`config.mk`:
```
export PLATFORM = sky130hd
export DESIGN_NAME = vc_job_master
export DESIGN_NICKNAME = d
export VERILOG_FILES = /design/src/rtl/vc_job_master.sv
export SDC_FILE = /design/constraint.sdc
export NUM_CORES = 1
export LEC_CHECK = 0
export BUFFER_PORTS_ARGS = -buffer_cell sky130_fd_sc_hd__buf_4
export CAP_MARGIN = 15
export CORE_ASPECT_RATIO = 0.5
export CORE_MARGIN = 1
export CORE_UTILIZATION = 43
export DETAILED_ROUTE_END_ITERATION = 16
export GPL_TIMING_DRIVEN = 1
export PLACE_DENSITY = 0.83
export RECOVER_POWER = 50
export SETUP_SLACK_MARGIN = 0.2
export SKIP_CTS_REPAIR_TIMING = 1
export SLEW_MARGIN = 20
export SYNTH_ARGS = -nofsm -noshare
export SYNTH_HDL_FRONTEND = slang
export SYNTH_SLANG_ARGS = --single-unit
export TNS_END_PERCENT = 1
```
`constraint.sdc`:
```
create_clock -name clk -period 5.4 [get_ports clk]
set_clock_uncertainty 0.15 [all_clocks]
set_input_delay 0 -clock clk [delete_from_list [all_inputs] [get_ports clk]]
set_output_delay 0 -clock clk [all_outputs]
set_load 0.03 [all_outputs]
```
`src/rtl/vc_job_master.sv`:
```
// vc_job_master: runs one vector job on a videocard. Writes length, base and
// data into videocard RAM, kicks the card, polls its status register and
// streams the processed vector back out.
//
// Ports:
//   clk, reset_sink_reset_n          clock, synchronous active-low reset
//   job_valid/job_ready/job_len      job request handshake and vector length
//   in_data/in_valid/in_ready        input element stream
//   out_data/out_valid/out_ready/
//   out_last                         result element stream
//   busy, done, err                  job status (done is a 1-cycle pulse,
//                                    err qualifies done)
//   address/data_out/data_in/
//   write/read/byteenable            videocard RAM port
//   address_control/data_out_control/
//   data_in_control/write_control/
//   read_control                     videocard control port
//
// Optional feature: define VC_JOB_TIMEOUT_EN to give up after TIMEOUT status
// polls without the done bit (job finishes with err=1, no readback).
module vc_job_master #(
    parameter int WIDTH     = 32,
    parameter int ADDR_W    = 16,
    parameter int DATA_BASE = 2,
    parameter int POLL_GAP  = 8,
    parameter int TIMEOUT   = 4096
) (
    input  logic              clk,
    input  logic              reset_sink_reset_n,
    input  logic              job_valid,
    output logic              job_ready,
    input  logic [ADDR_W-1:0] job_len,
    input  logic [WIDTH-1:0]  in_data,
    input  logic              in_valid,
    output logic              in_ready,
    output logic [WIDTH-1:0]  out_data,
    output logic              out_valid,
    input  logic              out_ready,
    output logic              out_last,
    output logic              busy,
    output logic              done,
    output logic              err,
    output logic [ADDR_W-1:0] address,
    output logic [WIDTH-1:0]  data_out,
    input  logic [WIDTH-1:0]  data_in,
    output logic              write,
    output logic              read,
    output logic [3:0]        byteenable,
    output logic              address_control,
    output logic [WIDTH-1:0]  data_out_control,
    input  logic [WIDTH-1:0]  data_in_control,
    output logic              write_control,
    output logic              read_control
);

    // Parameter sanity checks at elaboration.
    if (POLL_GAP < 1) begin : g_gap_chk
        $error("POLL_GAP must be >= 1");
    end
    if (TIMEOUT < 1) begin : g_tmo_chk
        $error("TIMEOUT must be >= 1");
    end
    if (WIDTH < ADDR_W) begin : g_width_chk
        $error("WIDTH must be >= ADDR_W");
    end

    localparam int GAP_W = $clog2(POLL_GAP + 1);

    typedef enum logic [3:0] {
        IDLE,
        WR_LEN,
        WR_BASE,
        WR_DATA,
        KICK,
        POLL_RD,
        POLL_WAIT,
        GAP,
        RD_REQ,
        RD_WAIT,
        RD_OUT,
        FIN
    } state_t;

    state_t            state_q, state_nx;
    logic [ADDR_W-1:0] len_q, len_nx;
    logic [ADDR_W-1:0] idx_q, idx_nx;
    logic [GAP_W-1:0]  gap_q, gap_nx;
    logic [WIDTH-1:0]  rd_q, rd_nx;
    logic              err_q, err_nx;

`ifdef VC_JOB_TIMEOUT_EN
    localparam int POLL_W = $clog2(TIMEOUT + 1);
    logic [POLL_W-1:0] poll_q, poll_nx;
`endif

    // Only bit 0 of the status register carries meaning.
    logic unused_status;
    assign unused_status = ^data_in_control[WIDTH-1:1];

    logic [ADDR_W-1:0] last_idx;
    logic [ADDR_W-1:0] data_addr;
    logic              at_last;

    // Element addresses wrap modulo 2^ADDR_W by construction.
    assign last_idx   = len_q - ADDR_W'(1);
    assign data_addr  = ADDR_W'(DATA_BASE) + idx_q;
    assign at_last    = (idx_q == last_idx);
    assign byteenable = 4'b1111;

    always_ff @(posedge clk) begin
        if (!reset_sink_reset_n) begin
            state_q <= IDLE;
            len_q   <= '0;
            idx_q   <= '0;
            gap_q   <= '0;
            rd_q    <= '0;
            err_q   <= 1'b0;
`ifdef VC_JOB_TIMEOUT_EN
            poll_q  <= '0;
`endif
        end else begin
            state_q <= state_nx;
            len_q   <= len_nx;
            idx_q   <= idx_nx;
            gap_q   <= gap_nx;
            rd_q    <= rd_nx;
            err_q   <= err_nx;
`ifdef VC_JOB_TIMEOUT_EN
            poll_q  <= poll_nx;
`endif
        end
    end

    always_comb begin
        state_nx         = state_q;
        len_nx           = len_q;
        idx_nx           = idx_q;
        gap_nx           = gap_q;
        rd_nx            = rd_q;
        err_nx           = err_q;
`ifdef VC_JOB_TIMEOUT_EN
        poll_nx          = poll_q;
`endif
        job_ready        = 1'b0;
        in_ready         = 1'b0;
        out_data         = '0;
        out_valid        = 1'b0;
        out_last         = 1'b0;
        busy             = (state_q != IDLE);
        done             = 1'b0;
        err              = 1'b0;
        address          = '0;
        data_out         = '0;
        write            = 1'b0;
        read             = 1'b0;
        address_control  = 1'b0;
        data_out_control = '0;
        write_control    = 1'b0;
        read_control     = 1'b0;

        case (state_q)
            IDLE: begin
                job_ready = 1'b1;
                if (job_valid) begin
                    len_nx = job_len;
                    idx_nx = '0;
`ifdef VC_JOB_TIMEOUT_EN
                    poll_nx = '0;
`endif
                    // An empty job never touches the card.
                    if (job_len == '0) begin
                        err_nx   = 1'b1;
                        state_nx = FIN;
                    end else begin
                        err_nx   = 1'b0;
                        state_nx = WR_LEN;
                    end
                end
            end

            WR_LEN: begin
                write    = 1'b1;
                address  = '0;
                data_out = WIDTH'(len_q);
                state_nx = WR_BASE;
            end

            WR_BASE: begin
                write    = 1'b1;
                address  = ADDR_W'(1);
                data_out = WIDTH'(DATA_BASE);
                state_nx = WR_DATA;
            end

            WR_DATA: begin
                in_ready = 1'b1;
                address  = data_addr;
                data_out = in_data;
                write    = in_valid;
                if (in_valid) begin
                    if (at_last) begin
                        idx_nx   = '0;
                        state_nx = KICK;
                    end else begin
                        idx_nx = idx_q + ADDR_W'(1);
                    end
                end
            end

            KICK: begin
                write_control    = 1'b1;
                address_control  = 1'b0;
                data_out_control = WIDTH'(1);
                state_nx         = POLL_RD;
            end

            POLL_RD: begin
                read_control    = 1'b1;
                address_control = 1'b1;
`ifdef VC_JOB_TIMEOUT_EN
                poll_nx = poll_q + POLL_W'(1);
`endif
                state_nx = POLL_WAIT;
            end

            POLL_WAIT: begin
                // Status read data arrives one cycle after the read strobe.
                if (data_in_control[0]) begin
                    idx_nx   = '0;
                    state_nx = RD_REQ;
`ifdef VC_JOB_TIMEOUT_EN
                end else if (poll_q == POLL_W'(TIMEOUT)) begin
                    err_nx   = 1'b1;
                    state_nx = FIN;
`endif
                end else begin
                    gap_nx   = '0;
                    state_nx = GAP;
                end
            end

            GAP: begin
                if (gap_q == GAP_W'(POLL_GAP - 1)) begin
                    state_nx = POLL_RD;
                end else begin
                    gap_nx = gap_q + GAP_W'(1);
                end
            end

            RD_REQ: begin
                read     = 1'b1;
                address  = data_addr;
                state_nx = RD_WAIT;
            end

            RD_WAIT: begin
                rd_nx    = data_in;
                state_nx = RD_OUT;
            end

            RD_OUT: begin
                out_valid = 1'b1;
                out_data  = rd_q;
                out_last  = at_last;
                if (out_ready) begin
                    if (at_last) begin
                        state_nx = FIN;
                    end else begin
                        idx_nx   = idx_q + ADDR_W'(1);
                        state_nx = RD_REQ;
                    end
                end
            end

            FIN: begin
                done     = 1'b1;
                err      = err_q;
                state_nx = IDLE;
            end

            default: state_nx = IDLE;
        endcase
    end

endmodule
```
# [After elaboration in Yosys (flattened, before gate mapping)]
# Index checks and enable logic that the tools add are counted.
[totals] register_bits=73
[classes] mux=34 add_sub_neg=4 n_reduce_logical=11 eq_ne=22
[op_table] cell="$mux 16" count=6
[op_table] cell="$pmux 32 s3" count=1
[op_table] cell="$pmux 16 s4" count=1
[op_table] cell="$pmux 4 s11" count=1
[op_table] cell="$mux 4" count=9
[op_table] cell="$mux 32" count=1
[op_table] cell="$pmux 16 s2" count=1
[op_table] cell="$eq 4x3->1 const B" count=5
[op_table] cell="$ne 2x2->1 const B" count=9
[op_table] cell="$add 16x1->16 const B" count=1
[op_table] cell="$add 2x16->16 const A" count=1
[op_table] cell="$eq 16x16->1" count=1
[op_table] cell="$eq 4x4->1 const B" count=4
[op_table] cell="$logic_not 16->1" count=1
[op_table] cell="$sub 16x1->16 const B" count=1
[op_table] cell="$mux 1" count=11
[op_table] cell="$eq 4x2->1 const B" count=2
[op_table] cell="$pmux 4 s2" count=1
[op_table] cell="$reduce_bool 4->1" count=2
[op_table] cell="$reduce_and 6->1" count=1
[op_table] cell="$reduce_and 5->1" count=1
[op_table] cell="$add 4x1->4 const B" count=1
[op_table] cell="$eq 4x1->1 const B" count=1
[op_table] cell="$logic_not 4->1" count=1
[op_table] cell="other kinds (6)" count=7

# [Longest topological paths before layout]
# Gate-level depths: netlist (run 1).
[logic_depth] word_depth=5 mapped_depth=13

# [Worst setup path after synthesis (run 1)]
# OpenSTA, ideal clock, no wires.
[synth_path] path_kind="reg-to-output" from="register len_q[2]" to="output port out_last" setup_slack_ns=2.467 stages_incl_launch_ff=9 t_required_ns=5.250 t_arrival_ns=2.783 path_cell_list="dfxtp_1 buf_2 nor4_4 buf_4 and2_1 nand4_1 a2111oi_0 nand4b_1 nor4_1"
[synth_via] elab_chain_len=3
[synth_rtl] item="from (decl)" line="85" source="logic [ADDR_W-1:0] len_q, len_nx;"
[synth_rtl] item="from (signal assigned)" line="123" source="len_q <= len_nx;"
[synth_rtl] item="$sub 16x1->16" line="105" source="assign last_idx = len_q - ADDR_W'(1);"
[synth_rtl] item="$eq 16x16->1" line="107" source="assign at_last = (idx_q == last_idx);"
[synth_rtl] item="$mux 1" line="161" source="case (state_q)"
[synth_rtl] item="to (decl)" line="39" source="output logic out_last,"
# Every way passes these cells.

# [Final worst setup path (run 1)]
[layout_path] from="register state_q[1]" to="output port address[10]"
[layout_via] elab_chain_len=3
[layout_rtl] item="from (decl)" line="84" source="state_t state_q, state_nx;"
[layout_rtl] item="from (signal assigned)" line="122" source="state_q <= state_nx;"
[layout_rtl] item="$eq 4x2->1 or $eq 4x4->1 (tied branches)" line="161"
[layout_rtl] item="$reduce_or 2->1 (no line)"
[layout_rtl] item="$pmux 16 s2 *" line="161"
[layout_rtl] item="to (decl)" line="43" source="output logic [ADDR_W-1:0] address,"
# Mark *: on every way between the ends. The rest lies on a longest branch, timed or not.

==> results.sh, run 1 <==
export IMPL_num_antenna_cells=0
export IMPL_port_buffer_count=178
export IMPL_layout_commonest_cell="buf_4"
export IMPL_cts_tree="done"
export IMPL_use_met1=0.262
export IMPL_dp_hpwl_mm=10.1
export IMPL_pin_count=245
export IMPL_dieHeight_um=78.0
export IMPL_start_util=0.447
export IMPL_hp_start="reset_sink_reset_n"
export IMPL_cts_root_buf="clkbuf_16"
export IMPL_crit_required_ns=5.25
export IMPL_violations="max-capacitance violations, max-slew violations"
export IMPL_cp_start_kind="flip-flop"
export IMPL_synth_edf_count=0
export IMPL_via_count=5446
export IMPL_slew_headroom=-0.218
export IMPL_grt_busiest_layer="met2"
export IMPL_ys_types=61
export IMPL_grt_pass1_vias=4749
export IMPL_fp_row_count=27
export IMPL_avgRoutedWirePerCell_um=14.7
export IMPL_mostFrequentLayoutCells="buf_4, nand2_1, dfxtp_1"
export IMPL_synth_cells=669
export IMPL_drv_cap=1
export IMPL_synth_avg_cell_area_um2=7.42
export IMPL_antenna_found_initial=0
export IMPL_finalPower_uw=2150
export IMPL_worst_setup_path_end_kind="primary output"
export IMPL_setup_violations=0
export IMPL_cp_cell_sequence="nand2_1 -> nor3_1 -> clkbuf_1 -> nor2_1 -> a21oi_1 -> buf_4"
export IMPL_slowest_delay_ns=1.06
export IMPL_ctsHtreeMaxLevel=3
export IMPL_clock_tree_buffer_depth=2
export IMPL_min_period_ns=3.69
export IMPL_clock_latency_ns=0.33
export IMPL_dr_pass1_iters=5
export IMPL_drt_total_wl_mm=14.8
export IMPL_cts_buffers=9
export IMPL_outcome="complete, but fails checks"
export IMPL_grt_start_max_net_pins=63
export IMPL_timing_fmax_ghz=0.271
export IMPL_area_growth_pct=38.3
export IMPL_ant_nets=0
export IMPL_drive_above_1_share=0.215
export IMPL_worst_pin_slew_ns=1.83
export IMPL_gp_congestion=0.881
export IMPL_crit_fanout=36
export IMPL_grt_pass1_wl_mm=22.0
export IMPL_ys_ff_latch=73
export IMPL_use_met3=0.0475
export IMPL_synth_flop_cell="dfxtp_1"
export IMPL_fillers=927
export IMPL_grt_overflow=0
export IMPL_dp_slack_ns=1.98
export IMPL_cp_data_arrival_time_ns=3.54
export IMPL_slowest_stage="clkbuf_1"
export IMPL_drt_iter0_drc=314
export IMPL_clk_pin_slew_ns=0.06
export IMPL_die_area_um2=12000
export IMPL_use_met2=0.413
export IMPL_ys_seq_area_frac=0.294
export IMPL_nNetsFinal=977
export IMPL_viasPerCell=5.41
export IMPL_track_usage=0.225
export IMPL_syn_cell_area_um2=4960
export IMPL_crit_type="reg -> out"
export IMPL_drc=0
export IMPL_multiInputGateArea_um2=3090
export IMPL_yosys_warnings=0
export IMPL_coreArea_um2=11100
export IMPL_power_density_nw_per_um2=313
export IMPL_worstSetupStartpoint="state_q[1]"
export IMPL_async_flop_share=0
export IMPL_max_vdd_ir_drop_mv=0.212
export IMPL_reg2reg_from="len_q[2]"
export IMPL_rsz0062_at_grt="no"
export IMPL_clock_sinks=73
export IMPL_period_share=0.683
export IMPL_setup_tns_ns=0
export IMPL_power_leakage_uw=0.00282
export IMPL_hold_violations=0
export IMPL_final_seq_area_um2=1460
export IMPL_setup_ws_ns=1.71
export IMPL_hold_path_class="in -> reg"
export IMPL_drv_slew=33
export IMPL_die_x_um=154
## where the power goes
part           internal (µW)  switching (µW)  total, µW
clock                    371             236        607
combinational            328             564        892
sequential               569            80.4        649
## cells by family (layout without fill, tap and decap cells)
family,count (synthesis),after routing,share of synthesized area
simple gates,307,307,0.315
buf+inv,101,260,0.108
compound gates,146,146,0.207
fa+ha+maj,4,4,0.0101
xor+xnor,34,34,0.0600
mux,2,2,0.00428
flops,73,73,0.294
other cells,2,35,0.00151
## stage by stage
stage | area [µm²] | std cells | utilization | hold WS (ns)
final | 6860 | 1006 | 0.618 | 0.0518
after global routing | 6860 | 1006 | 0.618 | 0.0735
after CTS | 6450 | 956 | 0.581 | -0.235
after detailed placement | 6150 | 940 | 0.553 | 0.120
after global placement | 6150 | 940 | 0.553 | 0.111
after floorplan | 5090 | 702 | - | -0.00830
## routing by layer
metal / share of wire / routed length (µm) / vias up
met5: 0 / 0 / -
met4: 0.029 / 427 / 0
met3: 0.060 / 886 / 40
met2: 0.51 / 7510 / 227
met1: 0.40 / 5930 / 2581
li1: - / - / 2598
## Yosys cell counts (all sizes together) (2+ instances only)
master	instances	area (µm²)
nor2	46	173
nor3	13	65.1
o211ai	4	35.0
a22o	15	131
clkbuf	44	166
ha	4	50.1
conb	2	7.51
a32oi	2	17.5
o31ai	4	43.8
and2	55	347
dfxtp	73	1460
and3	3	18.8
nand3	19	95.1
xnor2	15	131
or2	2	12.5
a211oi	2	15.0
a21boi	51	383
nor3b	5	37.5
a31oi	4	25.0
nor4	12	111
nand4b	2	23.8
o21ai	25	125
nand4	9	62.6
buf	44	320
nand2b	3	18.8
nand2	114	428
o2111ai	4	35.0
or4	5	37.5
a41o	2	20.0
inv	13	48.8
or3	12	75.1
nand3b	3	22.5
a21oi	24	120
xor2	19	166
## final timing paths
path,endpoint,slack (ns),depth (start not counted)
setup reg to reg,idx_q[5],1.86,8
hold reg to reg,rd_q[17],0.31,2
hold / removal,rd_q[6],0.05,2
setup / recovery,address[10],1.71,6
## worst max-delay path, delay by kind of cell (launching register included)
family	cells	cell delay, ns
buffers and inverters	2	1.26
AOI/OAI and AO/OA	1	0.30
DFF	1	0.69
and+or+nand+nor	3	0.96
## cell type report
class,count,area share
Multi-Input combinational cell,528,0.451
Timing Repair Buffer,231,0.258
Sequential cell,73,0.213
Clock buffer,10,0.0348
Tap cell,145,0.0264
Clock inverter,6,0.00966
Inverter,13,0.00711
## state kept, by name, indices dropped and copies added, names as in the netlist
name	cells
err_q	1
gap_q	4
idx_q	16
len_q	16
rd_q	32
state_q	4
Note: power is estimated with default switching activity, not from simulation.
==> run 2: changes to the inputs <==
Clock period 5.4 ns to 3.5 ns, I/O delays scaled along.
==> run 2 against run 1 <==
  * The flow still finishes with violations (max-capacitance violations, max-slew violations)
  * Via count decreased by 0.48%
  * Critical path type is now reg -> reg
  * Clock-buffer cell count unchanged
  * Cell count increased by 0.99%
  * Die area unchanged
  * Flip-flop and latch count unchanged
  * Highest routed layer unchanged
  * Largest cell class unchanged
  * Register-to-register slack got worse by 1.6 ns
  * Worst hold slack got worse by 0.0046 ns
  * Non-clock buffer count increased by 10
  * Combinational power increased by 67%
  * Critical path depth decreased by 2
==> results.sh, run 2 (synthesized netlist as in run 1, its figures left out) <==
export IMPL_fin_util=0.629
export IMPL_slowest_stage="or2_0"
export IMPL_power_density_nw_per_um2=502
export IMPL_clk_pin_slew_ns=0.06
export IMPL_drive_above_1_share=0.231
export IMPL_viasPerCell=5.33
export IMPL_dp_hpwl_mm=9.84
export IMPL_drt_iter0_drc=358
export IMPL_antenna_found_initial=0
export IMPL_hold_violations=0
export IMPL_fillers=932
export IMPL_gp_congestion=0.950
export IMPL_outcome="complete, but fails checks"
export IMPL_hold_path_class="in -> reg"
export IMPL_finalPower_uw=3510
export IMPL_fin_worst_hold_slack_ns=0.0472
export IMPL_dp_slack_ns=0.388
export IMPL_grt_start_max_net_pins=63
export IMPL_period_share=0.925
export IMPL_die_area_um2=12000
export IMPL_reg_top3="rd_q (32), idx_q (16), len_q (16)"
export IMPL_drv_cap=1
export IMPL_mostFrequentLayoutCells="buf_4, nand2_1, dfxtp_1"
export IMPL_die_x_um=154
export IMPL_port_buffer_count=178
export IMPL_timing_fmax_ghz=0.309
export IMPL_cp_data_arrival_time_ns=3.31
export IMPL_ctsHtreeMaxLevel=3
export IMPL_grt_pass1_vias=4633
export IMPL_clock_latency_ns=0.34
export IMPL_fp_row_count=27
export IMPL_min_path_cells=2
export IMPL_area_growth_pct=40.9
export IMPL_setup_ws_ns=0.261
export IMPL_num_antenna_cells=0
export IMPL_coreArea_um2=11100
export IMPL_crit_fanout=32
export IMPL_regMostFlops="rd_q"
export IMPL_cp_cell_sequence="nand2b_1 -> or2_0 -> nand2_1 -> a21boi_0"
export IMPL_power_leakage_uw=0.00290
export IMPL_drt_total_wl_mm=15.4
export IMPL_track_usage=0.223
export IMPL_dieHeight_um=78.0
export IMPL_cts_root_buf="clkbuf_16"
export IMPL_crit_required_ns=3.58
export IMPL_rsz0062_at_grt="no"
export IMPL_cp_start_kind="flip-flop"
export IMPL_cts_buffers=9
export IMPL_min_period_ns=3.24
export IMPL_drv_slew=33
export IMPL_avgRoutedWirePerCell_um=15.1
export IMPL_slowest_delay_ns=1.44
export IMPL_r2r_worst_path_cells=4
export IMPL_grt_pass1_wl_mm=21.9
export IMPL_clock_tree_buffer_depth=2
export IMPL_setup_violations=0
export IMPL_crit_type="reg -> reg"
export IMPL_clock_sinks=73
export IMPL_nNetsFinal=987
export IMPL_max_vdd_ir_drop_mv=0.313
export IMPL_dr_pass1_iters=5
export IMPL_cts_tree="done"
export IMPL_layout_commonest_cell="buf_4"
export IMPL_violations="max-capacitance violations, max-slew violations"
export IMPL_ant_nets=0
export IMPL_pin_count=245
export IMPL_via_count=5420
export IMPL_setup_tns_ns=0
export IMPL_slew_headroom=-0.292
export IMPL_drc=0
export IMPL_grt_overflow=0
export IMPL_worst_setup_path_end_kind="flip-flop"
export IMPL_start_util=0.447
export IMPL_largest_reg_flops=32
export IMPL_worst_pin_slew_ns=1.94
## run 2: cell types whose count changed in the layout (fill, tap and decap cells not counted), sizes merged
cell      before  now
clkbuf        33   29
buf          158  172
clkinv         1    2
clkinvlp       3    1
bufinv         1    2
## run 2: worst max-delay path: cells and delay by family (launching register included)
kind	cells	cell delay (ns)
simple gates	3	1.91
compound gates	1	0.34
flops	1	0.71
## run 2: report_power, final
| group | internal [µW] | switching, µW | total, µW | leakage, µW |
|---|---|---|---|---|
| sequential | 878 | 124 | 1000 | 0.000590 |
| clock | 646 | 370 | 1020 | 0.000159 |
| combinational | 576 | 913 | 1490 | 0.00215 |
| total | 2100 | 1410 | 3510 | 0.00290 |
## run 2: layer usage
metal  global-route usage  routed length (µm)
met1                0.270                6330
met2                0.396                7780
met3               0.0531                 916
met4               0.0600                 334
met5                    0                   0
## run 2: area by class of cell
cell class,instances,area (µm²),area share
flip-flops and latches,73,1460,0.209
well taps,145,181,0.0259
clock buffers,10,239,0.0342
repair buffers,241,1860,0.267
clock inverters,6,90.1,0.0129
multi-input cells,528,3110,0.444
inverters,13,48.8,0.00698
## run 2: worst paths after layout
kind / end / start / slack [ns]
hold reg to reg: rd_q[31] / rd_q[31] / 0.31
hold / removal: rd_q[4] / reset_sink_reset_n / 0.05
setup reg to reg: rd_q[6] / state_q[2] / 0.26
setup / recovery: rd_q[6] / state_q[2] / 0.26
## run 2: through the flow
stage / std cells / area (µm²)
final: 1016 / 6990
after global routing: 1016 / 6990
after CTS: 963 / 6530
after detailed placement: 947 / 6200
after global placement: 947 / 6200
after floorplan: 702 / 5090
==> run 3: changes to the inputs <==
Settings changed: CORE_UTILIZATION 43 to 47, PLACE_DENSITY 0.83 to 0.89.
==> run 3 against run 2 <==
  * The flow still finishes with violations (max-capacitance violations, max-slew violations)
  * Core utilization up 5.0 points
  * Routed wire length up 6.8%
  * Setup slack better by 0.021 ns
  * Sequential share of layout area up 0.098 points
  * Design area down 0.47%
  * Power down 0.42%
  * Sequential power about the same
  * Global-route usage up 2.1 points
  * Clock-buffer cell count down 1
  * Worst hold slack better by 0.0040 ns
  * Register-to-register slack better by 0.02 ns
  * Critical path type unchanged
==> results.sh, run 3 (synthesized netlist as in run 1, its figures left out) <==
export IMPL_slowest_stage="dfxtp_1"
export IMPL_drc=0
export IMPL_via_count=5667
export IMPL_nNetsFinal=983
export IMPL_cts_buffers=9
export IMPL_p_switching_uw=1420
export IMPL_dr_pass1_iters=8
export IMPL_setup_ws_ns=0.281
export IMPL_rsz0062_at_grt="yes"
export IMPL_cp_data_arrival_time_ns=3.28
export IMPL_layout_commonest_cell="buf_4"
export IMPL_viasPerCell=5.62
export IMPL_cts_root_buf="clkbuf_16"
export IMPL_clock_latency_ns=0.34
export IMPL_grt_overflow=0
export IMPL_p_comb_frac=0.419
export IMPL_regMostFlops="rd_q"
export IMPL_drv_slew=33
export IMPL_setup_tns_ns=0
export IMPL_max_vdd_ir_drop_mv=0.336
export IMPL_violations="max-capacitance violations, max-slew violations"
export IMPL_worst_pin_slew_ns=1.87
export IMPL_swShare=0.407
export IMPL_critPathBufInv=2
export IMPL_clock_tree_buffer_depth=2
export IMPL_die_area_um2=11000
export IMPL_mostFrequentLayoutCells="buf_4, nand2_1, dfxtp_1"
export IMPL_slowest_delay_ns=0.50
export IMPL_cp_start_kind="flip-flop"
export IMPL_slew_headroom=-0.249
export IMPL_reg_top3="rd_q (32), idx_q (16), len_q (16)"
export IMPL_cp_cell_sequence="inv_1 -> ha_1 -> and2_1 -> o21ai_0 -> nor3b_1 -> and4b_1 -> nand4b_2 -> and2_4 -> o31ai_4 -> buf_12 -> a21oi_1"
export IMPL_die_x_um=147
export IMPL_cp_top_family="simple AND/OR/NAND/NOR gates"
export IMPL_use_met2=0.458
export IMPL_ctsHtreeMaxLevel=3
export IMPL_power_internal_uw=2070
export IMPL_dp_slack_ns=0.312
export IMPL_drt_total_wl_mm=16.4
export IMPL_drv_cap=1
export IMPL_power_density_nw_per_um2=502
export IMPL_worst_setup_path_end_kind="flip-flop"
export IMPL_grt_pass1_wl_mm=21.6
export IMPL_largest_reg_flops=32
export IMPL_drt_iter0_drc=380
export IMPL_use_met3=0.0515
export IMPL_drive_above_1_share=0.227
export IMPL_coreArea_um2=10200
export IMPL_track_usage=0.244
export IMPL_timing_fmax_ghz=0.311
export IMPL_gp_congestion=0.909
export IMPL_clkPwrFrac=0.293
export IMPL_avgRoutedWirePerCell_um=16.3
export IMPL_port_buffer_count=178
export IMPL_area_growth_pct=40.2
export IMPL_seqPwrFrac=0.288
export IMPL_fp_row_count=26
export IMPL_crit_fanout=13
export IMPL_hold_violations=0
export IMPL_setup_violations=0
export IMPL_grt_busiest_layer="met2"
export IMPL_clock_sinks=73
export IMPL_ant_nets=0
export IMPL_crit_type="reg -> reg"
export IMPL_hold_path_class="in -> reg"
export IMPL_use_met1=0.287
export IMPL_cts_tree="done"
export IMPL_power_leakage_uw=0.00288
export IMPL_dp_hpwl_mm=10.1
export IMPL_outcome="complete, but fails checks"
export IMPL_crit_required_ns=3.56
export IMPL_clk_pin_slew_ns=0.06
export IMPL_antenna_found_initial=1
export IMPL_dieHeight_um=74.7
export IMPL_min_period_ns=3.22
export IMPL_grt_pass1_vias=4591
export IMPL_pin_count=245
export IMPL_start_util=0.484
export IMPL_r2r_setup_slack_ns=0.28
export IMPL_grt_start_max_net_pins=63
export IMPL_period_share=0.920
[run 3: layout make-up]
| cell class | instances | area [µm²] |
|---|---|---|
| Antenna cell | 1 | 2.50 |
| Clock buffer | 9 | 225 |
| Clock inverter | 7 | 103 |
| Fill cell | 782 | 3290 |
| Inverter | 13 | 48.8 |
| Multi-Input combinational cell | 528 | 3100 |
| Sequential cell | 73 | 1460 |
| Tap cell | 140 | 175 |
| Timing Repair Buffer | 237 | 1850 |
[run 3: final timing paths]
kind                            from         to  cells past startpoint
hold reg to reg             rd_q[31]   rd_q[31]                      2
setup / recovery            len_q[0]  idx_q[14]                     11
hold / removal    reset_sink_reset_n   len_q[5]                      2
setup reg to reg            len_q[0]  idx_q[14]                     11
[run 3: power groups by stage]
stage / registers, µW / clock network [µW] / logic, µW
floorplan: 938 / 0 / 1080
global placement: 1010 / 0 / 1330
detailed placement: 1020 / 0 / 1370
CTS: 999 / 1020 / 1380
global route: 1010 / 1060 / 1560
finish: 1010 / 1020 / 1470
[run 3: routing by layer]
layer  up-vias  routed length (µm)
met5         -                   0
met4         0                 699
met3        75                1120
met2       323                8390
met1      2656                6210
li1       2613                   -
[run 3: per-stage QoR]
stage	util	hold WS, ns	total power, µW	std cells	instance area (µm²)
2_1_floorplan	-	-0.00830	2020	702	5090
3_3_place_gp	0.603	0.111	2340	940	6180
3_5_place_dp	0.603	0.121	2380	940	6180
4_1_cts	0.635	-0.237	3400	956	6510
5_1_grt	0.679	0.0655	3640	1008	6960
6_report	0.679	0.0512	3490	1008	6960
